--- src/rtl/video_window_mux.sv ---
// Per-pixel processed/bypass/fill select over NWIN programmable windows, delay-matched to an external filter.
// Optional macro VIDEO_WINDOW_BORDER_EN paints the outer edge of the winning window in BORDER_RGB.
module video_window_mux #(
  parameter int          DW       = 8,
  parameter int          NWIN     = 4,
  parameter int          LAT      = 5,
  parameter int          CW       = 12,
  parameter logic [23:0] FILL_RGB = 24'h000000
) (
  input  logic              clk,
  input  logic              reset,
  input  logic              de_in,
  input  logic              hsync_in,
  input  logic              vsync_in,
  input  logic [3*DW-1:0]   rgb_in,
  input  logic [3*DW-1:0]   proc_rgb_in,
  input  logic              cfg_we,
  input  logic [2:0]        cfg_idx,
  input  logic              cfg_en,
  input  logic [1:0]        cfg_mode,
  input  logic [CW-1:0]     cfg_x0,
  input  logic [CW-1:0]     cfg_xn,
  input  logic [CW-1:0]     cfg_y0,
  input  logic [CW-1:0]     cfg_yn,
  output logic              de_out,
  output logic              hsync_out,
  output logic              vsync_out,
  output logic [3*DW-1:0]   rgb_out,
  output logic [NWIN-1:0]   win_hit,
  output logic              cfg_pending
);

  localparam int                PW       = 3 * DW;
  localparam int                REP      = (PW + 23) / 24;
  localparam logic [REP*24-1:0] FILL_EXT = {REP{FILL_RGB}};
  localparam logic [PW-1:0]     FILL_PIX = FILL_EXT[PW-1:0];
  localparam logic [CW-1:0]     CMAX     = '1;
`ifdef VIDEO_WINDOW_BORDER_EN
  localparam logic [23:0]       BORDER_RGB = 24'hFFFFFF;
  localparam logic [REP*24-1:0] BORDER_EXT = {REP{BORDER_RGB}};
  localparam logic [PW-1:0]     BORDER_PIX = BORDER_EXT[PW-1:0];
`endif

  typedef struct packed {
    logic          en;
    logic [1:0]    mode;
    logic [CW-1:0] x0;
    logic [CW-1:0] xn;
    logic [CW-1:0] y0;
    logic [CW-1:0] yn;
  } win_t;

  typedef struct packed {
    logic [NWIN-1:0] hit;
    logic [1:0]      mode;
`ifdef VIDEO_WINDOW_BORDER_EN
    logic            border;
`endif
  } sel_t;

  logic [LAT-1:0] r_de_sr, r_hs_sr, r_vs_sr;
  logic [PW-1:0]  r_rgb_sr [LAT];
  logic           r_de_prev, r_vs_prev;
  logic [CW-1:0]  r_x, r_y;
  win_t           r_act [NWIN];
  win_t           r_shd [NWIN];
  logic           w_de_fall, w_vs_rise, w_cfg_ok;
  sel_t           w_sel0, w_sel_dly;
  logic [PW-1:0]  w_mode_pix, w_pix;

  assign w_de_fall = r_de_prev & ~r_de_sr[0];
  assign w_vs_rise = r_vs_sr[0] & ~r_vs_prev;

  // Video and sync delay line; stage 0 is the registered input the counters see
  always_ff @(posedge clk) begin
    if (reset) begin
      r_de_sr <= '0;
      r_hs_sr <= '0;
      r_vs_sr <= '0;
      for (int i = 0; i < LAT; i++) r_rgb_sr[i] <= '0;
    end else begin
      r_de_sr[0]  <= de_in;
      r_hs_sr[0]  <= hsync_in;
      r_vs_sr[0]  <= vsync_in;
      r_rgb_sr[0] <= rgb_in;
      for (int i = 1; i < LAT; i++) begin
        r_de_sr[i]  <= r_de_sr[i-1];
        r_hs_sr[i]  <= r_hs_sr[i-1];
        r_vs_sr[i]  <= r_vs_sr[i-1];
        r_rgb_sr[i] <= r_rgb_sr[i-1];
      end
    end
  end

  // A write counts only when it addresses an existing window
  always_comb begin
    w_cfg_ok = 1'b0;
    for (int w = 0; w < NWIN; w++) w_cfg_ok = w_cfg_ok | (cfg_we & (cfg_idx == 3'(w)));
  end

  // Saturating coordinates, shadow/active window banks and pending flag
  always_ff @(posedge clk) begin
    if (reset) begin
      r_de_prev   <= 1'b0;
      r_vs_prev   <= 1'b0;
      r_x         <= '0;
      r_y         <= '0;
      cfg_pending <= 1'b0;
      for (int w = 0; w < NWIN; w++) begin
        r_act[w] <= '0;
        r_shd[w] <= '0;
      end
    end else begin
      r_de_prev <= r_de_sr[0];
      r_vs_prev <= r_vs_sr[0];
      if (w_de_fall) r_x <= '0;
      else if (r_de_sr[0] && (r_x != CMAX)) r_x <= r_x + CW'(1);
      if (w_vs_rise) r_y <= '0;
      else if (w_de_fall && (r_y != CMAX)) r_y <= r_y + CW'(1);
      // the copy reads the pre-edge shadow, so a same-cycle write waits a frame
      for (int w = 0; w < NWIN; w++) begin
        if (w_vs_rise) r_act[w] <= r_shd[w];
        if (cfg_we && (cfg_idx == 3'(w)))
          r_shd[w] <= '{en: cfg_en, mode: cfg_mode, x0: cfg_x0, xn: cfg_xn, y0: cfg_y0, yn: cfg_yn};
      end
      if (w_cfg_ok) cfg_pending <= 1'b1;
      else if (w_vs_rise) cfg_pending <= 1'b0;
    end
  end

  // Stage-0 hit test; scanning downwards leaves the lowest hitting index as winner
  always_comb begin
    w_sel0 = '0;
    for (int w = NWIN - 1; w >= 0; w--) begin
      if (r_de_sr[0] && r_act[w].en &&
          (r_x >= r_act[w].x0) && (r_x < r_act[w].xn) &&
          (r_y >= r_act[w].y0) && (r_y < r_act[w].yn)) begin
        w_sel0.hit[w] = 1'b1;
        w_sel0.mode   = r_act[w].mode;
`ifdef VIDEO_WINDOW_BORDER_EN
        w_sel0.border = (r_x == r_act[w].x0) || (r_x == r_act[w].xn - CW'(1)) ||
                        (r_y == r_act[w].y0) || (r_y == r_act[w].yn - CW'(1));
`endif
      end else begin
        w_sel0.hit[w] = 1'b0;
      end
    end
  end

  generate
    if (LAT > 1) begin : g_sel_dly
      sel_t r_sel_sr [LAT-1];
      // Align the selection with proc_rgb_in
      always_ff @(posedge clk) begin
        if (reset) begin
          for (int i = 0; i < LAT - 1; i++) r_sel_sr[i] <= '0;
        end else begin
          r_sel_sr[0] <= w_sel0;
          for (int i = 1; i < LAT - 1; i++) r_sel_sr[i] <= r_sel_sr[i-1];
        end
      end
      assign w_sel_dly = r_sel_sr[LAT-2];
    end else begin : g_sel_nodly
      assign w_sel_dly = w_sel0;
    end
  endgenerate

  // Mode decode; reserved mode 3 behaves as bypass
  always_comb begin
    w_mode_pix = '0;
    case (w_sel_dly.mode)
      2'd1:    w_mode_pix = proc_rgb_in;
      2'd2:    w_mode_pix = FILL_PIX;
      default: w_mode_pix = r_rgb_sr[LAT-1];
    endcase
  end

  // Blanking forces black; border (when built in) overrides the mode
  always_comb begin
    w_pix = '0;
    if (!r_de_sr[LAT-1]) begin
      w_pix = '0;
    end else begin
`ifdef VIDEO_WINDOW_BORDER_EN
      if (w_sel_dly.border) w_pix = BORDER_PIX;
      else w_pix = w_mode_pix;
`else
      w_pix = w_mode_pix;
`endif
    end
  end

  // Output register
  always_ff @(posedge clk) begin
    if (reset) begin
      de_out    <= 1'b0;
      hsync_out <= 1'b0;
      vsync_out <= 1'b0;
      rgb_out   <= '0;
      win_hit   <= '0;
    end else begin
      de_out    <= r_de_sr[LAT-1];
      hsync_out <= r_hs_sr[LAT-1];
      vsync_out <= r_vs_sr[LAT-1];
      rgb_out   <= w_pix;
      win_hit   <= w_sel_dly.hit;
    end
  end

endmodule
--- config.mk ---
export PLATFORM = sky130hd
export DESIGN_NAME = video_window_mux
export DESIGN_NICKNAME = d
export VERILOG_FILES = /design/src/rtl/video_window_mux.sv
export SDC_FILE = /design/constraint.sdc
export NUM_CORES = 1
export LEC_CHECK = 0
export CORE_MARGIN = 2
export CORE_UTILIZATION = 30
export DETAILED_ROUTE_END_ITERATION = 6
export PLACE_DENSITY = 0.46
export SYNTH_ARGS = -nofsm -noshare
export SYNTH_HDL_FRONTEND = slang
export SYNTH_SLANG_ARGS = --single-unit
--- constraint.sdc ---
create_clock -name clk -period 8.9 [get_ports clk]
set_input_delay 1.335 -clock clk [delete_from_list [all_inputs] [get_ports clk]]
set_output_delay 1.335 -clock clk [all_outputs]
set_load 0.005 [all_outputs]
# After elaboration in Yosys (flattened, before gate mapping)
# Memories as Yosys holds them, arrays and structs flattened.
# Index checks and enable logic that the tools add are counted.
# totals
register_bits	73
latch_bits	0
mem_bits_rw	552
romBits	0
inputBits	108
out_inout_bits	32
wordCells	148
mem_count	4
# op_classes
addsub	2
multipliers	0
div_mod_pow	0
magnitude_cmp	16
n_eq_ne	7
shift	0
n_mux	46
n_bitwise	29
reduce_logical	31
# mem_list
name	depth	word_bits	read_ports	rd_ports_with_merged_regs	wr	line_no	rtl
r_act	4	51	4	0	4	65	win_t r_act [NWIN];
r_shd	4	51	4	0	4	66	win_t r_shd [NWIN];
r_rgb_sr	5	24	5	0	5	62	logic [PW-1:0] r_rgb_sr [LAT];
g_sel_dly.r_sel_sr	4	6	4	0	4	152	sel_t r_sel_sr [LAT-1];
# ops
operator	count
51-bit two-way mux	8
24-bit two-way mux	5
12-bit >= comparator	8
12-bit < comparator	8
24-bit case mux with 2 select lines	1
1-bit logical AND	26
12-bit by 1-bit adder with 12-bit output, second input constant	2
1-bit two-way mux	24
6-bit two-way mux	4
12-bit inequality test, second input constant	2
1-bit bitwise OR	20
2-bit two-way mux	4
1-bit bitwise AND	6
3-bit by 2-bit == test with 1-bit output, second input constant	2
2-bit OR reduction	3
3-bit by 1-bit == test with 1-bit output, second input constant	1
3-bit logical NOT	1
1-bit NOT	3
2-bit by 1-bit == test with 1-bit output, second input constant	1
2-bit == test, second input constant	1
2-bit nonzero test	1

# Depth between registers and ports, before layout
# Gate-level depths: netlist (run 1).
# logic_depth
ltp_word	10
mapped_depth	10
ltp_nobuf	9

# Worst setup path before layout (run 1)
# No wires, ideal clock.
# synth_path
kind	input to register
from	input port reset
to	memory r_act[0][0] (netlist name), enable pin
setup_ns	0.648
arrival_ns	7.174
slack_ns	1.078
cell_stages	2
cell_sequence	a21o_1 -> clkbuf_1
# synth_rtl
element	line_no	rtl
from (decl)	11	input logic reset,
to (decl)	65	

==> impl_results.md, run 1 <==
* Status: finished clean
* Initial Util at 30.15%
* Critical Path Start Type: flip-flop
* Worst stage delay on the critical path at 0.77 ns
* Worst setup EP type: flip-flop
* Vias at 15,390
* Clock sink count at 623
* WL/cell at 17.86 um
* Diode count at 0
* Remaining antenna violation count after routing at 0
* Global-route wire length before repair at 94,560 um
* Routability cong. at 0.7661
* Final min period at 3.679 ns
* Die height at 298.6 um
* Worst Hold Launch: r_rgb_sr[0][47]$_SDFF_PP0_
* Drt drc at 0
* R2r startpoint: r_x[9]$_SDFFE_PP0P_
* Largest net degree at the start of global routing at 112
* Hold path cells at 1
* Initial antenna violation count at 5
* Clk buf depth at 3
* Hold Vio Cnt, Final at 0
* Number of synthesized flops with an enable pin at 408
* Yosys Warn Count at 0
* Ranking of synthesized cells by area: edfxtp_1, dfxtp_1, ha_1
* FF-to-FF setup slack at 5.22 ns
* Cell leakage power at 12.79 nW
* Simple-gate share of the synthesized area at 17.80%
* Vias in the first global route at 15,820
* Via/cell ratio at 4.475
* Worst Tran Pin Value at 1.068 ns
* CTS resizes at 0
* Number of cells on the critical path at 8
* Post-Place Worst Slack at 4.878 ns
* CP max stage cell: a2111oi_0
* R2R cell count at 8
* CTS tree: built
* Core area at 86,350 um2
* Crit share post-route at 41.33%
* Final nets at 2,523
* Placed cells at 3,311
* CP bufs+invs at 0
* Post-Synth Adder-Cell Area at 8.986%
* Synth cell types at 60
* Worst-Skew Late Latency at 0.63 ns
* H-tree depth at 3
* Syn-to-layout area delta at 19.64%
* Die Width at 298.6 um
* VDD IR max at 115.1 uV
* Syn avg cell area at 12.44 um2
* I/O pin count at 140
* Unrepaired setup endpoints after global routing: no
* Cts hold-fix bufs at 0
* Postcts setup bufs at 0
* Worst Setup SP: r_x[9]$_SDFFE_PP0P_
* Final cell count without fillers at 3,438
* Cell mode on critical path: o21ai_0
* Cell area after synthesis at 26,040 um2
* 1st-pass router iterations at 5
* Crit Path Class: flip-flop to flip-flop
* Final WS setup at 5.221 ns
* TritonCTS Buffers at 70
* XOR/XNOR Fraction of Synth Area at 0.6055%
* Most common cell after layout, fill and taps aside: edfxtp_1
* Final WL at 61,390 um
* Yosys reg bits at 623
* Final setup violation count at 0
* GR Util All Layers at 13.86%
* Max-cap violations at 0
* Share of layout cells above drive strength 1 at 6.439%
* Core Rows at 108
* Seq/Total Area, Yosys at 63.58%
* Synth Area in Compound Gates at 4.724%
* Slew Viols, Final at 0
* Post-route clock skew at 0.03275 ns
* Commonest non-fill, non-tap cells in the layout: edfxtp_1, dfxtp_1, and3_1
* Synth async-reset ratio at 0%
* Synth Net Count at 2,388
* Die area at 89,160 um2
* Fmax at 271.8 MHz
* R2R Path End: g_sel_dly.r_sel_sr[0][1]$_SDFF_PP0_
* Setup tns final at 0 ns
* Crit-path max FO at 12
* Area fraction of the dominant cell type after synthesis at 47.05%
* Power density over the cells at 212.2 nW/um2
* Hold Path End: r_rgb_sr[0][71]$_SDFF_PP0_
* Worst EP required at 9.40 ns
* Cell family with most CP delay: compound AO/OA/AOI/OAI gates
* Prevailing post-synth register cell: edfxtp_1
* Slew margin rel. at 28.83%
* Aggregate global routing overflow at 0
* Largest area contributor in the netlist: edfxtp_1
* Port bufs at 139
* Worst Hold Class: flip-flop to flip-flop
* Placed wire-length estimate at 37,760 um
* Largest family of logic cells by synthesized area: simple AND/OR/NAND/NOR gates
* CTS root buf: clkbuf_16
* Mapped Cells at 2,093
* Drt initial violations at 940
* Clock Pin Slew Worst Setup and Hold Paths at 0.06 ns
* Worst-path cell chain: ha_1, a21oi_1, o21ai_0, a2111oi_0, o21ai_0, nand4_1, mux2i_1, o21ai_1
* Mux share of post-synthesis cell area at 0.1538%
* Crit path DAT at 4.17 ns
## synth_stat cells (23+ instances only)
| cell type | number |
|---|---|
| nor2_1 | 80 |
| edfxtp_1 | 408 |
| and2_1 | 206 |
| a21oi_1 | 47 |
| ha_1 | 187 |
| and3_1 | 208 |
| a22oi_1 | 23 |
| nand2_1 | 38 |
| nor2b_1 | 162 |
| dfxtp_1 | 215 |
| o21ai_0 | 34 |
| clkbuf_1 | 91 |
| inv_1 | 193 |
## flip-flops by register name, indices dropped and copies added (netlist names)
name and flops:
r_vs_sr 5, g_sel_dly.r_sel_sr 24, vsync_out 1, cfg_pending 1, hsync_out 1, r_hs_sr 5, r_x 12, win_hit 4
r_rgb_sr 120, r_de_sr 5, rgb_out 24, r_act 204, de_out 1, r_shd 204, r_y 12
## report_power, final
group	switching (mW)	internal (mW)	leakage (nW)
sequential	0.0377	3.23	5.86
clock	1.24	1.77	1.18
combinational	0.202	0.124	5.75
total	1.48	5.13	12.8
## worst max-delay path by stage
stage,end,slack (ns)
after floorplan,r_act[0][0]$_SDFFCE_PN0P_,1.08
after global placement,r_act[1][18]$_SDFFCE_PN0P_,4.94
after detailed placement,r_act[1][18]$_SDFFCE_PN0P_,4.88
after CTS,g_sel_dly.r_sel_sr[0][1]$_SDFF_PP0_,5.27
after global routing,g_sel_dly.r_sel_sr[0][1]$_SDFF_PP0_,5.11
final,g_sel_dly.r_sel_sr[0][1]$_SDFF_PP0_,5.22
## worst register-to-register path, cell delays in order, from the launching register on
cell and delay, ns:
dfxtp_1 0.75, ha_1 0.37, a21oi_1 0.17, o21ai_0 0.21, a2111oi_0 0.77, o21ai_0 0.52, nand4_1 0.45, mux2i_1 0.24
o21ai_1 0.10
## layout make-up
| class | count | area (um2) |
|---|---|---|
| Multi-Input combinational cell | 1183 | 8441 |
| Timing Repair Buffer | 156 | 1520 |
| Clock inverter | 31 | 445.4 |
| Inverter | 194 | 730.7 |
| Tap cell | 1155 | 1445 |
| Sequential cell | 623 | 16560 |
| Clock buffer | 96 | 2014 |
| Fill cell | 8343 | 55200 |
## layer usage
layer	part of all wire (%)	up-vias	GRT usage, %
met5	0.093	-	0
met4	2.2	8	4.188
met3	4.4	95	2.661
li1	-	7585	-
met2	47	245	23.21
met1	46	7453	18.16
## cell families (layout without fill, tap and decap cells)
logic type	after synthesis	count (layout)
adders and majority gates	187	187
buffers and inverters	287	477
muxes	4	4
DFF	623	623
and+or+nand+nor	790	790
xor gates and xnor gates	18	18
AOI/OAI and AO/OA	184	184
## per-stage QoR
| stage | hold WS [ns] | util [%] | cell area (um2) | total power, mW |
|---|---|---|---|---|
| 2_1_floorplan | 0.4138 | - | 26040 | 3.513 |
| 3_3_place_gp | 0.4163 | 33.23 | 28690 | 3.660 |
| 3_5_place_dp | 0.4204 | 33.23 | 28690 | 3.668 |
| 4_1_cts | 0.4317 | 36.08 | 31150 | 6.718 |
| 5_1_grt | 0.4512 | 36.08 | 31150 | 6.876 |
| 6_report | 0.4315 | 36.08 | 31150 | 6.611 |
Power figures use the tool's default switching activity.
==> inputs of run 2 (changes only) <==
Clock period 8.9 ns to 3.7 ns, I/O delays scaled along.
==> impl_results.md, run 2 (synthesized netlist as in run 1, its figures left out) <==
* Setup tns final at 0 ns (unchanged)
* Worst-Skew Late Latency at 0.63 ns (about the same)
* Worst Tran Pin Value at 1.022 ns (-0.04513 ns)
* Remaining antenna violation count after routing at 0 (unchanged)
* Clock sink count at 623 (unchanged)
* Vias at 15,680 (+1.9%)
* Worst Hold Class: primary input to flip-flop
* Max-cap violations at 0 (unchanged)
* Final nets at 2,550 (+1.1%)
* Routability cong. at 0.7969 (+4.0%)
* Fill count at 8,381 (+0.46%)
* Initial antenna violation count at 3 (-2)
* Final WL at 65,010 um (+5.9%)
* R2R cell count at 10 (+2)
* Post-route clock skew at 0.04312 ns (+0.01037 ns)
* Postcts setup bufs at 0 (unchanged)
* Crit share post-route at 81.43% (+40 points)
* Die area at 89,160 um2 (unchanged)
* Hold path cells at 2 (+1)
* Drt initial violations at 923 (-1.8%)
* Crit path DAT at 3.56 ns (-0.61 ns)
* Multi-input combinational cell area at 8441 um2 (unchanged)
* Clock Pin Slew Worst Setup and Hold Paths at 0.06 ns (about the same)
* Slew Viols, Final at 0 (unchanged)
* Crit Path Class: flip-flop to flip-flop
* Worst EP required at 4.25 ns (-5.15 ns)
* Core Rows at 108 (unchanged)
* I/O pin count at 140 (unchanged)
* VDD IR max at 316.6 uV (+180%)
* Largest net degree at the start of global routing at 206 (+84%)
* Drt drc at 0 (unchanged)
* Storage element area at 16,560 um2 (unchanged)
* Hold Vio Cnt, Final at 0 (unchanged)
* GR Util All Layers at 14.67% (+0.81 points)
* Crit-path max FO at 8 (-4)
* Die Width at 298.6 um (unchanged)
* Cts hold-fix bufs at 0 (unchanged)
* CTS tree: built
* Slew margin rel. at 30.07% (+1.2 points)
* Aggregate global routing overflow at 0 (unchanged)
* Core area at 86,350 um2 (unchanged)
* Via/cell ratio at 4.529 (+1.2%)
* Worst setup EP type: flip-flop
* Clk buf depth at 3 (unchanged)
* CTS resizes at 0 (unchanged)
* Power density over the cells at 496.2 nW/um2 (+130%)
* Cell leakage power at 12.90 nW (+0.87%)
* Commonest non-fill, non-tap cells in the layout: edfxtp_1, dfxtp_1, and3_1
* Placed wire-length estimate at 41,290 um (+9.3%)
* TritonCTS Buffers at 71 (+1.4%)
* Status: finished clean
* Port bufs at 139 (unchanged)
* Unrepaired setup endpoints after global routing: no
* Syn-to-layout area delta at 20.36%
* Share of layout cells above drive strength 1 at 7.112% (+0.67 points)
* Initial Util at 30.15% (unchanged)
* Most common cell after layout, fill and taps aside: edfxtp_1
* H-tree depth at 3 (unchanged)
* Critical Path Start Type: flip-flop
* Die height at 298.6 um (unchanged)
* Placed cells at 3,337 (+0.79%)
* Final setup violation count at 0 (unchanged)
* Fmax at 331.9 MHz (+22%)
* Vias in the first global route at 16,070 (+1.6%)
* Global-route wire length before repair at 99,580 um (+5.3%)
* Top Registers: r_act (204), r_shd (204), r_rgb_sr (120)
* Final cell count without fillers at 3,462 (+0.70%)
* WL/cell at 18.78 um (+5.2%)
* 1st-pass router iterations at 5 (unchanged)
* CTS root buf: clkbuf_16
* Final min period at 3.013 ns (-0.6656 ns)
run 2: final timing paths:
kind | slack (ns) | end | startpoint
max reg2reg | 0.69 | g_sel_dly.r_sel_sr[0][0]$_SDFF_PP0_ | r_y[0]$_SDFFE_PP0P_
max | 0.69 | g_sel_dly.r_sel_sr[0][0]$_SDFF_PP0_ | r_y[0]$_SDFFE_PP0P_
min | 0.30 | r_vs_sr[2]$_SDFF_PP0_ | reset
min reg2reg | 0.43 | vsync_out$_SDFF_PP0_ | r_vs_sr[4]$_SDFF_PP0_
run 2: critical path, stage by stage, from the launching register on:
cell and delay (ns):
dfxtp_1 0.53, inv_1 0.18, ha_1 0.30, nand2b_1 0.09
a2111oi_0 0.09, a2111oi_0 0.90, nor4b_1 0.13, buf_4 0.21
nor4b_1 0.25, mux2i_1 0.12, o21ai_1 0.14
run 2: cell type report:
class	count	area share (%)
diodes	1	0.007985
clock buffers	96	6.196
clock inverters	28	1.058
inverters	194	2.332
multi-input cells	1183	26.93
flip-flops and latches	623	52.83
well taps	1155	4.611
repair buffers	182	6.033
run 2: where the power goes:
| part | internal (mW) | switching [mW] |
|---|---|---|
| clock | 3.89 | 2.94 |
| sequential | 7.78 | 0.0955 |
| combinational | 0.327 | 0.529 |
| total | 12.0 | 3.56 |
run 2: routing by layer:
layer | up-vias | global-route usage, % | share of wire (%)
li1 | 7648 | - | -
met2 | 310 | 23.64 | 46
met1 | 7634 | 19.98 | 47
met4 | 2 | 4.690 | 2.4
met5 | - | 0 | 0.020
met3 | 85 | 2.683 | 4.6
run 2: metrics by stage:
step           power [mW]  setup slack (ns)  util (%)  hold slack [ns]  instance area (um2)
6_report            15.55            0.6871     36.29           0.3002                31340
5_1_grt             16.18            0.4465     36.29           0.2977                31340
4_1_cts             15.79            0.7392     36.29           0.2661                31340
3_5_place_dp        8.894            0.7771     33.66           0.4204                29060
3_3_place_gp        8.877            0.7932     33.66           0.4185                29060
2_1_floorplan       8.425             1.029         -           0.4138                26040
==> inputs of run 3 (changes only) <==
Clock period 3.7 ns to 2.95 ns, I/O delays scaled along.
==> impl_results.md, run 3 (synthesized netlist as in run 1, its figures left out) <==
* H-tree depth at 3 (unchanged)
* Core area at 86,350 um2 (unchanged)
* GR Util All Layers at 14.18% (-0.49 points)
* Critical Path Start Type: flip-flop
* Initial Util at 30.15% (unchanged)
* 1st-pass router iterations at 5 (unchanged)
* Overall power at 19.98 mW (+29%)
* Final min period at 2.846 ns (-0.1669 ns)
* Unrepaired setup endpoints after global routing: no
* Clk buf depth at 3 (unchanged)
* Crit-path max FO at 11 (+3)
* FF-to-FF setup slack at 0.10 ns (-0.58 ns)
* CTS root buf: clkbuf_16
* Clock sink count at 623 (unchanged)
* Hold Vio Cnt, Final at 0 (unchanged)
* Slew Viols, Final at 0 (unchanged)
* Worst-Skew Late Latency at 0.61 ns (-0.02 ns)
* Commonest non-fill, non-tap cells in the layout: edfxtp_1, dfxtp_1, and3_1
* M3 GR Usage at 2.704% (+0.022 points)
* Placed wire-length estimate at 40,110 um (-2.9%)
* Global-route wire length before repair at 96,490 um (-3.1%)
* Worst Hold Class: primary input to flip-flop
* Crit path DAT at 3.34 ns (-0.22 ns)
* Met2 Resource Use GR at 23.04% (-0.60 points)
* Core Rows at 108 (unchanged)
* Port bufs at 139 (unchanged)
* Syn-to-layout area delta at 21.34%
* Crit Path Class: flip-flop to flip-flop
* Die Width at 298.6 um (unchanged)
* Die area at 89,160 um2 (unchanged)
* Top Registers: r_act (204), r_shd (204), r_rgb_sr (120)
* Cts hold-fix bufs at 0 (unchanged)
* Busiest grt layer: met2
* WL/cell at 18.13 um (-3.4%)
* Post-Place Worst Slack at -0.06478 ns (-0.8419 ns)
* Worst setup EP type: flip-flop
* Remaining antenna violation count after routing at 0 (unchanged)
* Drt drc at 0 (unchanged)
* Fill count at 8,276 (-1.3%)
* Power density over the cells at 632.5 nW/um2 (+27%)
* GR Layer Usage met1 at 19.29% (-0.68 points)
* Worst Tran Pin Value at 0.8377 ns (-0.1848 ns)
* Aggregate global routing overflow at 0 (unchanged)
* Worst EP required at 3.44 ns (-0.81 ns)
* Hold Slack at 0.1566 ns (-0.1436 ns)
* Cell leakage power at 13.02 nW (+0.91%)
* Final setup violation count at 0 (unchanged)
* Routability cong. at 0.8023 (+0.68%)
* Final nets at 2,558 (+0.31%)
* Crit share post-route at 96.47% (+15 points)
* Largest net degree at the start of global routing at 206 (unchanged)
* Share of layout cells above drive strength 1 at 7.991% (+0.88 points)
* Initial antenna violation count at 4 (+1)
* Max-cap violations at 0 (unchanged)
* Most common cell after layout, fill and taps aside: edfxtp_1
* Post-route clock skew at 0.02456 ns (-0.01856 ns)
* Drt initial violations at 978 (+6.0%)
* I/O pin count at 140 (unchanged)
* TritonCTS Buffers at 70 (-1.4%)
* CTS tree: built
* Vias in the first global route at 15,730 (-2.1%)
* Final WL at 62,950 um (-3.2%)
* Clock Pin Slew Worst Setup and Hold Paths at 0.07 ns (about the same)
* Final WS setup at 0.1041 ns (-0.5831 ns)
* Die height at 298.6 um (unchanged)
* Postcts setup bufs at 0 (unchanged)
* VDD IR max at 335.1 uV (+5.8%)
* Via/cell ratio at 4.478 (-1.1%)
* Vias at 15,550 (-0.84%)
* Slew margin rel. at 44.15% (+14 points)
* Fmax at 351.4 MHz (+5.9%)
* Status: finished clean
[run 3: critical path, stage by stage, from the launching register on]
cell,delay [ns]
dfxtp_1,0.63
ha_1,0.35
nand3_1,0.12
o22ai_1,0.17
a2111oi_1,0.62
buf_4,0.21
a21oi_1,0.07
nand4_1,0.21
mux2i_1,0.26
o21ai_1,0.08
[run 3: power by group]
group / leakage (nW) / total [mW] / switching, mW / internal, mW
Combinational: 6.00 / 1.07 / 0.650 / 0.424
Clock: 1.16 / 9.04 / 3.60 / 5.44
Sequential: 5.86 / 9.87 / 0.118 / 9.75
[run 3: metal layers]
metal	up-vias	wire, um
met1	7498	29850
li1	7655	-
met2	303	28970
met4	6	1154
met5	-	41
met3	86	2938
[run 3: worst paths after layout]
| kind | startpoint | endpoint | cells past startpoint |
|---|---|---|---|
| worst min-delay path | reset | g_sel_dly.r_sel_sr[2][5]$_SDFF_PP0_ | 2 |
| worst max register to register | r_y[8]$_SDFFE_PP0P_ | g_sel_dly.r_sel_sr[0][0]$_SDFF_PP0_ | 9 |
| worst min register to register | r_hs_sr[2]$_SDFF_PP0_ | r_hs_sr[3]$_SDFF_PP0_ | 1 |
| worst max-delay path | r_y[8]$_SDFFE_PP0P_ | g_sel_dly.r_sel_sr[0][0]$_SDFF_PP0_ | 9 |
[run 3: area by class of cell]
cell class	count	area, um2	area share [%]
well taps	1155	1445	4.574
clock inverters	32	465.4	1.473
diodes	2	5.005	0.01584
inverters	194	730.7	2.313
flip-flops and latches	623	16560	52.41
clock buffers	92	1926	6.095
multi-input cells	1183	8454	26.76
repair buffers	191	2008	6.356
[run 3: repair_timing]
item | 4_1_cts | 5_1_grt
hold endpoints to repair | 0 | 0
resized for setup | 2 | 4
setup endpoints to repair | 2 | 3
[run 3: through the flow]
| step | util, % | cells | area, um2 | TNS (ns) |
|---|---|---|---|---|
| global placement | 33.79 | 3346 | 29180 | -0.03558 |
| detailed placement | 33.79 | 3346 | 29180 | -0.1207 |
| floorplan | - | 2093 | 26040 | 0 |
| global route | 36.58 | 3470 | 31590 | 0 |
| finish | 36.59 | 3472 | 31590 | 0 |
| CTS | 36.57 | 3470 | 31580 | 0 |
